==> src/rtl/insn_loader.sv <==
// insn_loader: receives a framed instruction image over a byte stream and
// writes it into instruction memory as 16-bit words while holding the CPU.
//
// Frame: MAGIC, count_lo, count_hi, 2*N data bytes (low byte of each word
// first), checksum byte (mod-256 sum of the data bytes only).
//
// Handshake: a byte moves when rx_valid and rx_ready are both high at a
// rising clk edge. rx_ready is a function of state only (low in WRITE).
//
// Ports:
//   clk, rst_n         clock, asynchronous active-low reset
//   rx_data/rx_valid   incoming byte stream
//   rx_ready           loader can accept a byte this cycle
//   mem_addr           even byte address of the word being written
//   mem_wdata          word being written
//   mem_we             single-cycle write strobe (first non-busy WRITE cycle)
//   mem_busy           memory stall; holds the loader in WRITE
//   cpu_hold           high from the MAGIC edge to the checksum edge
//   done               one-cycle pulse after a frame with a good checksum
//   err                sticky checksum error, cleared by the next MAGIC
//   dbg_state          current FSM state, for observation only
module insn_loader #(
    parameter logic [7:0]  MAGIC     = 8'h55,
    parameter logic [15:0] LOAD_BASE = 16'h0000
) (
    input  logic        clk,
    input  logic        rst_n,
    input  logic [7:0]  rx_data,
    input  logic        rx_valid,
    output logic        rx_ready,
    output logic [15:0] mem_addr,
    output logic [15:0] mem_wdata,
    output logic        mem_we,
    input  logic        mem_busy,
    output logic        cpu_hold,
    output logic        done,
    output logic        err,
    output logic [2:0]  dbg_state
);

    localparam logic [2:0] IDLE    = 3'd0;
    localparam logic [2:0] CNT_LO  = 3'd1;
    localparam logic [2:0] CNT_HI  = 3'd2;
    localparam logic [2:0] DATA_LO = 3'd3;
    localparam logic [2:0] DATA_HI = 3'd4;
    localparam logic [2:0] WRITE   = 3'd5;
    localparam logic [2:0] CSUM    = 3'd6;

    logic [2:0]  state_q, state_d;
    logic [15:0] addr_q, addr_d;
    logic [15:0] wdata_q, wdata_d;
    logic [15:0] count_q, count_d;
    logic [7:0]  sum_q, sum_d;
    logic        hold_q, hold_d;
    logic        done_q, done_d;
    logic        err_q, err_d;

    logic        xfer;
    logic [15:0] new_count;

    assign rx_ready  = (state_q != WRITE);
    assign xfer      = rx_valid & rx_ready;
    // Strobe is combinational on mem_busy so it lands in the first free
    // cycle; the same edge leaves WRITE, so it can only last one cycle.
    assign mem_we    = (state_q == WRITE) & ~mem_busy;
    assign mem_addr  = addr_q;
    assign mem_wdata = wdata_q;
    assign cpu_hold  = hold_q;
    assign done      = done_q;
    assign err       = err_q;
    assign dbg_state = state_q;
    assign new_count = {rx_data, count_q[7:0]};

    always_comb begin
        state_d = state_q;
        addr_d  = addr_q;
        wdata_d = wdata_q;
        count_d = count_q;
        sum_d   = sum_q;
        hold_d  = hold_q;
        err_d   = err_q;
        done_d  = 1'b0;
        case (state_q)
            IDLE: begin
                // Non-MAGIC bytes are consumed and dropped.
                if (xfer && rx_data == MAGIC) begin
                    state_d = CNT_LO;
                    err_d   = 1'b0;
                    sum_d   = 8'h00;
                    addr_d  = LOAD_BASE;
                    hold_d  = 1'b1;
                end
            end
            CNT_LO: begin
                if (xfer) begin
                    count_d = {count_q[15:8], rx_data};
                    state_d = CNT_HI;
                end
            end
            CNT_HI: begin
                if (xfer) begin
                    count_d = new_count;
                    state_d = (new_count != 16'h0000) ? DATA_LO : CSUM;
                end
            end
            DATA_LO: begin
                if (xfer) begin
                    wdata_d = {wdata_q[15:8], rx_data};
                    sum_d   = sum_q + rx_data;
                    state_d = DATA_HI;
                end
            end
            DATA_HI: begin
                if (xfer) begin
                    wdata_d = {rx_data, wdata_q[7:0]};
                    sum_d   = sum_q + rx_data;
                    state_d = WRITE;
                end
            end
            WRITE: begin
                if (!mem_busy) begin
                    addr_d  = addr_q + 16'd2;
                    count_d = count_q - 16'd1;
                    state_d = (count_q == 16'd1) ? CSUM : DATA_LO;
                end
            end
            CSUM: begin
                if (xfer) begin
                    if (rx_data == sum_q) begin
                        done_d = 1'b1;
                    end else begin
                        err_d = 1'b1;
                    end
                    hold_d  = 1'b0;
                    state_d = IDLE;
                end
            end
            default: begin
                state_d = IDLE;
                hold_d  = 1'b0;
            end
        endcase
    end

    always_ff @(posedge clk or negedge rst_n) begin
        if (!rst_n) begin
            state_q <= IDLE;
            addr_q  <= LOAD_BASE;
            wdata_q <= 16'h0000;
            count_q <= 16'h0000;
            sum_q   <= 8'h00;
            hold_q  <= 1'b0;
            done_q  <= 1'b0;
            err_q   <= 1'b0;
        end else begin
            state_q <= state_d;
            addr_q  <= addr_d;
            wdata_q <= wdata_d;
            count_q <= count_d;
            sum_q   <= sum_d;
            hold_q  <= hold_d;
            done_q  <= done_d;
            err_q   <= err_d;
        end
    end

endmodule

==> config.mk <==
export PLATFORM = sky130hd
export DESIGN_NAME = insn_loader
export DESIGN_NICKNAME = d
export VERILOG_FILES = /design/src/rtl/insn_loader.sv
export SDC_FILE = /design/constraint.sdc
export NUM_CORES = 1
export LEC_CHECK = 0
export CORE_MARGIN = 10
export CORE_UTILIZATION = 50
export CTS_CLUSTER_SIZE = 25
export DETAILED_ROUTE_END_ITERATION = 10
export GPL_ROUTABILITY_DRIVEN = 0
export GPL_TIMING_DRIVEN = 0
export PLACE_DENSITY = 0.75
export SYNTH_ARGS = -nofsm -noshare
export SYNTH_HDL_FRONTEND = slang
export SYNTH_SLANG_ARGS = --single-unit
==> constraint.sdc <==
create_clock -name clk -period 3.77 [get_ports clk]
set_input_delay 0.377 -clock clk [delete_from_list [all_inputs] [get_ports clk]]
set_output_delay 0.377 -clock clk [all_outputs]
set_load 0.05 [all_outputs]
==> Word-level counts from Yosys, hierarchy flattened <==
Cells that the tools add are included.
{ "op_classes": {"addsub": 3, "mul": 0, "n_div": 0, "n_lt_le_gt_ge": 0, "n_eq_ne": 19, "shift": 0, "muxes": 31, "n_bitwise": 8, "n_reduce_logical": 19} }
{ "op_table": {"columns": ["cell", "count"], "rows": [
  ["16-bit 2-to-1 mux", 4],
  ["16-bit one-hot mux with 2 select lines", 2],
  ["16-bit one-hot mux with 3 select lines", 1],
  ["3-bit 2-to-1 mux", 9],
  ["8-bit 2-to-1 mux", 3],
  ["3-bit one-hot mux with 7 select lines", 1],
  ["16-bit by 2-bit adder with 16-bit output, second input constant", 1],
  ["16-bit by 1-bit equality test with 1-bit output, second input constant", 1],
  ["2-bit inequality test, second input constant", 8],
  ["8-bit one-hot mux with 2 select lines", 1],
  ["16-bit nonzero test", 1],
  ["16-bit by 1-bit subtractor with 16-bit output, second input constant", 1],
  ["3-bit AND reduction", 5],
  ["4-bit AND reduction", 3],
  ["2-bit nonzero test", 5],
  ["3-bit equality test, second input constant", 3],
  ["8-bit adder", 1],
  ["8-bit by 7-bit equality test with 1-bit output, second input constant", 1],
  ["8-bit equality test", 1],
  ["1-bit 2-to-1 mux", 8],
  ["7-bit AND reduction", 1],
  ["3-bit by 2-bit equality test with 1-bit output, second input constant", 2],
  ["1-bit NOT", 6],
  ["5-bit OR reduction", 1],
  ["9 further kinds", 10]
]} }
{ "totals": {"register_bits": 62, "latch_bits": 0, "ram_bits": 0, "rom_bits": 0, "input_bits": 12, "output_inout_bits": 40, "n_memories": 0} }

==> Depth between registers and ports, before layout <==
{ "depth": {"word_depth": 5, "mapped_depth": 8} }

==> Least setup slack after synthesis <==
OpenSTA, ideal clock, no wires.
{ "synth_path": {"path_type": "register to register", "startpoint": "register state_q[1] (netlist: dbg_state[1])", "endpoint": "register count_q[5]", "t_arrival_ps": 2015, "required_ps": 3635, "path_slack_ps": 1620, "path_stages_with_launch": 8, "n_path_buf": 2, "synth_period_minus_slack_ps": 2150, "cell_sequence": "dfrtp_1 > buf_2 > nor3_4 > inv_2 > clkbuf_1 > nor2_1 > o21ai_0 > o21ai_0"} }
{ "synth_between": {"elab_chain_len": 4, "elab_cells_between_ends": 11} }
{ "synth_rtl": {"columns": ["item", "line", "text"], "rows": [
  ["from (decl)", "49", "logic [2:0] state_q, state_d;"],
  ["from (signal assigned)", "156", "state_q <= state_d;"],
  ["3-bit inequality test", "61", "assign rx_ready = (state_q != WRITE);"],
  ["net rx_ready", "30", "output logic rx_ready,"],
  ["1-bit AND", "62", "assign xfer = rx_valid & rx_ready;"],
  ["2-bit inequality test (no source line)", null, null],
  ["4-bit AND reduction (no source line)", null, null],
  ["to (signal assigned)", "159", "count_q <= count_d;"],
  ["to (decl)", "52", "logic [15:0] count_q, count_d;"]
]} }
The timed path passes the listed nets, and every way through them passes these cells.
A chain may end at the register's enable or synchronous reset.

==> Final worst setup path <==
{ "layout_path": {"startpoint": "register state_q[2] (netlist: dbg_state[2])", "endpoint": "output rx_ready"} }
{ "layout_between": {"elab_chain_len": 1} }
{ "layout_rtl": {"columns": ["item", "line"], "rows": [
  ["3-bit inequality test", "61"],
  ["to (decl)", "30"]
]} }
No other way between the ends.

==> results.rst <==
.. list-table::
   :header-rows: 1

   * - Metric
     - Value
   * - Status
     - complete, no violations
   * - Highest metal layer used by the detailed router
     - met4
   * - Number of standard cells after synthesis
     - 354
   * - Avg WL per Cell
     - 17.71 um
   * - Mapped Area
     - 0.003435 mm2
   * - Actual slew at the worst max-slew pin
     - 0.6928 ns
   * - Worst voltage drop across the vdd grid
     - 545.1 uV
   * - DRC violations left
     - 0
   * - Cell accounting for the most synthesized area
     - dfrtp_1
   * - Post-Synthesis Mean Instance Area
     - 9.702 um2
   * - Total length of routed met2 wires
     - 4.341 mm
   * - Clock insertion delay at the later pin of the skew report
     - 0.34 ns
   * - Initial drt markers
     - 271
   * - Via density per instance
     - 5.922
   * - Slew headroom
     - 53.46%
   * - Area added between synthesis and finish
     - 24.19%
   * - Via count
     - 2961
   * - Total Negative Setup Slacks
     - 0 ns
   * - I/O Pins
     - 52
   * - Setup Viol. Count Final
     - 0
   * - Wire length of the first global-routing pass
     - 14.48 mm
   * - Total number of nets in the final design
     - 438
   * - Max-slew violation total from the final report
     - 0
   * - Clock root buffer
     - clkbuf_8
   * - Clk buf depth
     - 2
   * - Unrepaired setup endpoints after global routing
     - no
   * - Cell leakage power
     - 1.856 nW
   * - Crit path required time
     - 3.39 ns
   * - TritonRoute pass-1 iters
     - 5
   * - Max-cap check violation count
     - 0
   * - Number of I/O port buffers
     - 49
   * - Number of clock sinks
     - 61
   * - Post-synthesis cell type count
     - 59
   * - Power density over cell area
     - 825.5 mW/mm2
   * - Maximum number of pins on one net before global-route repair
     - 40
   * - Count of final hold-check violations
     - 0
   * - # hold bufs at CTS
     - 0
   * - CTS tree
     - done
   * - Dominant synthesized flop cell
     - dfrtp_1
   * - Most frequent standard cell in the layout excluding fill and tap cells
     - dfrtp_1
   * - Number of synthesized flops with an enable pin
     - 0
   * - Overall Power
     - 0.003521 W
   * - Initial standard-cell utilization of the core
     - 51.12%
   * - H-tree depth
     - 3
   * - Share of synthesized registers carrying an async set or reset
     - 100.0%
   * - Routed length on met1
     - 3.832 mm
   * - Fillcell total
     - 553
   * - Die X
     - 102.9 um
   * - Final clock period utilization by the worst path
     - 77.11%
   * - Kind of end point of the critical path
     - output pin
   * - Vias in the first global route
     - 2892
   * - Detailed route wirelength on metal3
     - 515 um
   * - Crit path kind
     - reg -> out
   * - GR Overflow Total
     - 0
   * - Number of flip-flops and latches in the synthesized netlist
     - 61
   * - Sequential cell area fraction in the yosys report
     - 44.44%
   * - Resize count post-CTS
     - 0
   * - Initial antenna violation count
     - 0
   * - Number of instances in the placed design
     - 484
   * - Area of the die
     - 0.01058 mm2
   * - Number of nets with antenna violations after detailed routing
     - 0
   * - Number of clock buffers inserted by TritonCTS
     - 9
   * - Minimum period implied by the final worst setup slack
     - 2.907 ns
   * - Worst min-delay path class
     - in -> async
   * - N_diodes
     - 0
   * - Dominant cells by area after synthesis
     - dfrtp_1 (44%), o21ai_0 (5.0%), mux2_2 (4.9%), nor2_1 (3.8%), ha_1 (3.6%)
   * - Post-Syn Nets
     - 377
   * - Post-synth top area share
     - 44.44%
   * - Arrival time at the worst endpoint
     - 2.53 ns
   * - Area of the core
     - 0.006719 mm2
   * - Total number of placement rows
     - 30
   * - Height of the chip
     - 102.9 um
   * - Clock Skews
     - 0.006880 ns
   * - Count of yosys warnings during synthesis
     - 0
   * - Top library cells by usage in the layout, fill and taps aside
     - dfrtp_1 (61), clkdlybuf4s50_1 (48), nor2_1 (35)
   * - Sequential cell area
     - 0.001526 mm2
   * - Max Clk Rate
     - 0.3440 GHz
   * - Setup Buffers After CTS
     - 0
   * - Type of origin of the critical path
     - register
   * - Clk pin slew, worst setup/hold paths
     - 0.07 ns
   * - Final HPWL DP
     - 6.377 mm
   * - Worst-path maximum fanout
     - 10
   * - Post-layout instance count excluding filler cells
     - 500
   * - Combined area of the multi-input logic cells
     - 0.001772 mm2
   * - Layout cell share with drive strength beyond 1
     - 12.62%
   * - Total detailed-routing wirelength
     - 8.855 mm
   * - Total track usage
     - 17.52%
-- routing by layer --
layer  GRT usage (%)  vias up
met5               0        -
li1                -     1425
met1           21.74     1444
met4           6.738        0
met3           4.692       14
met2           28.43       78
-- Yosys cell counts, types with 3 or more instances --
cell type and count:
a21oi_1 24, nand2b_1 3, nor2b_1 3, a22oi_1 5, clkbuf_1 5, buf_2 8
nand4_1 3, o41ai_1 3, and3_1 7, inv_1 8, nand2_1 15, ha_1 10
mux2_2 15, and4_1 4, nor3b_1 3, and2_1 3, xor2_1 12, dfrtp_1 61
a22o_1 3, a31oi_1 4, or3_1 6, nor4_1 4, nor2_1 35, a32oi_1 4
o31ai_1 3, xnor2_1 4, nor3_1 9, o21ai_0 34, a211oi_1 4, o21ai_1 7
nand3_1 10
-- state kept, by name, indices dropped and copies added, names as in the netlist --
name / flops
sum_q: 8
done: 1
cpu_hold: 1
count_q: 16
err: 1
dbg_state: 3
mem_wdata: 16
mem_addr: 15
-- per-stage QoR --
step / hold slack, ns / worst slack, ns / utilization (%) / cell area [um2]
finish: 0.01138 / 0.8630 / 63.48 / 4265
global route: 0.03558 / 0.7812 / 63.48 / 4265
CTS: 0.01334 / 0.8991 / 63.48 / 4265
detailed placement: 0.3863 / 0.8882 / 60.13 / 4040
global placement: 0.4659 / 0.2965 / 59.91 / 4025
floorplan: 0.08141 / 1.620 / - / 3435
-- critical path: stages, from the launching register on --
cell and delay, ns:
dfrtp_1 0.46, inv_1 0.23, nor3_4 0.11, inv_2 0.08, clkbuf_1 0.40, clkdlybuf4s50_1 0.91
-- report_power, final --
part | leakage, nW | internal, W | switching [W]
Sequential | 0.786 | 0.000886 | 0.000189
Clock | 0.116 | 0.000407 | 0.000261
Combinational | 0.954 | 0.000654 | 0.00112
-- logic make-up (layout without fill, tap and decap cells) --
| family | Yosys count | in the layout | synth area share, % |
|---|---|---|---|
| compound gates | 106 | 106 | 19.02 |
| xor+xnor | 16 | 16 | 4.080 |
| fa+ha+maj | 12 | 12 | 4.517 |
| buf+inv | 26 | 92 | 3.971 |
| flops | 61 | 61 | 44.44 |
| mux | 16 | 16 | 5.209 |
| other cells | 1 | 1 | 0.1092 |
| simple gates | 116 | 116 | 18.65 |
-- worst paths after layout --
check | startpoint | to | slack [ns] | cells after the start
worst max register to register | sum_q[0]$_DFFE_PN0P_ | sum_q[6]$_DFFE_PN0P_ | 1.65 | 7
worst min-delay path | rst_n | mem_wdata[12]$_DFFE_PN0P_ | 0.01 | 1
min in group clk | rx_data[7] | mem_wdata[15]$_DFFE_PN0P_ | 0.39 | 2
worst min register to register | sum_q[4]$_DFFE_PN0P_ | sum_q[4]$_DFFE_PN0P_ | 0.48 | 2
worst max-delay path | dbg_state[2]$_DFFE_PN0P_ | rx_ready | 0.86 | 5
max in group asynchronous | rst_n | count_q[10]$_DFFE_PN0P_ | 3.15 | 2
-- layout make-up --
class	count	area share [%]
Buffer	17	2.405
Multi-Input combinational cell	267	41.54
Clock buffer	12	3.637
Tap cell	80	2.347
Inverter	9	0.7920
Clock inverter	4	1.643
Timing Repair Buffer	50	11.85
Sequential cell	61	35.79
(Power assumes the default switching activity.)
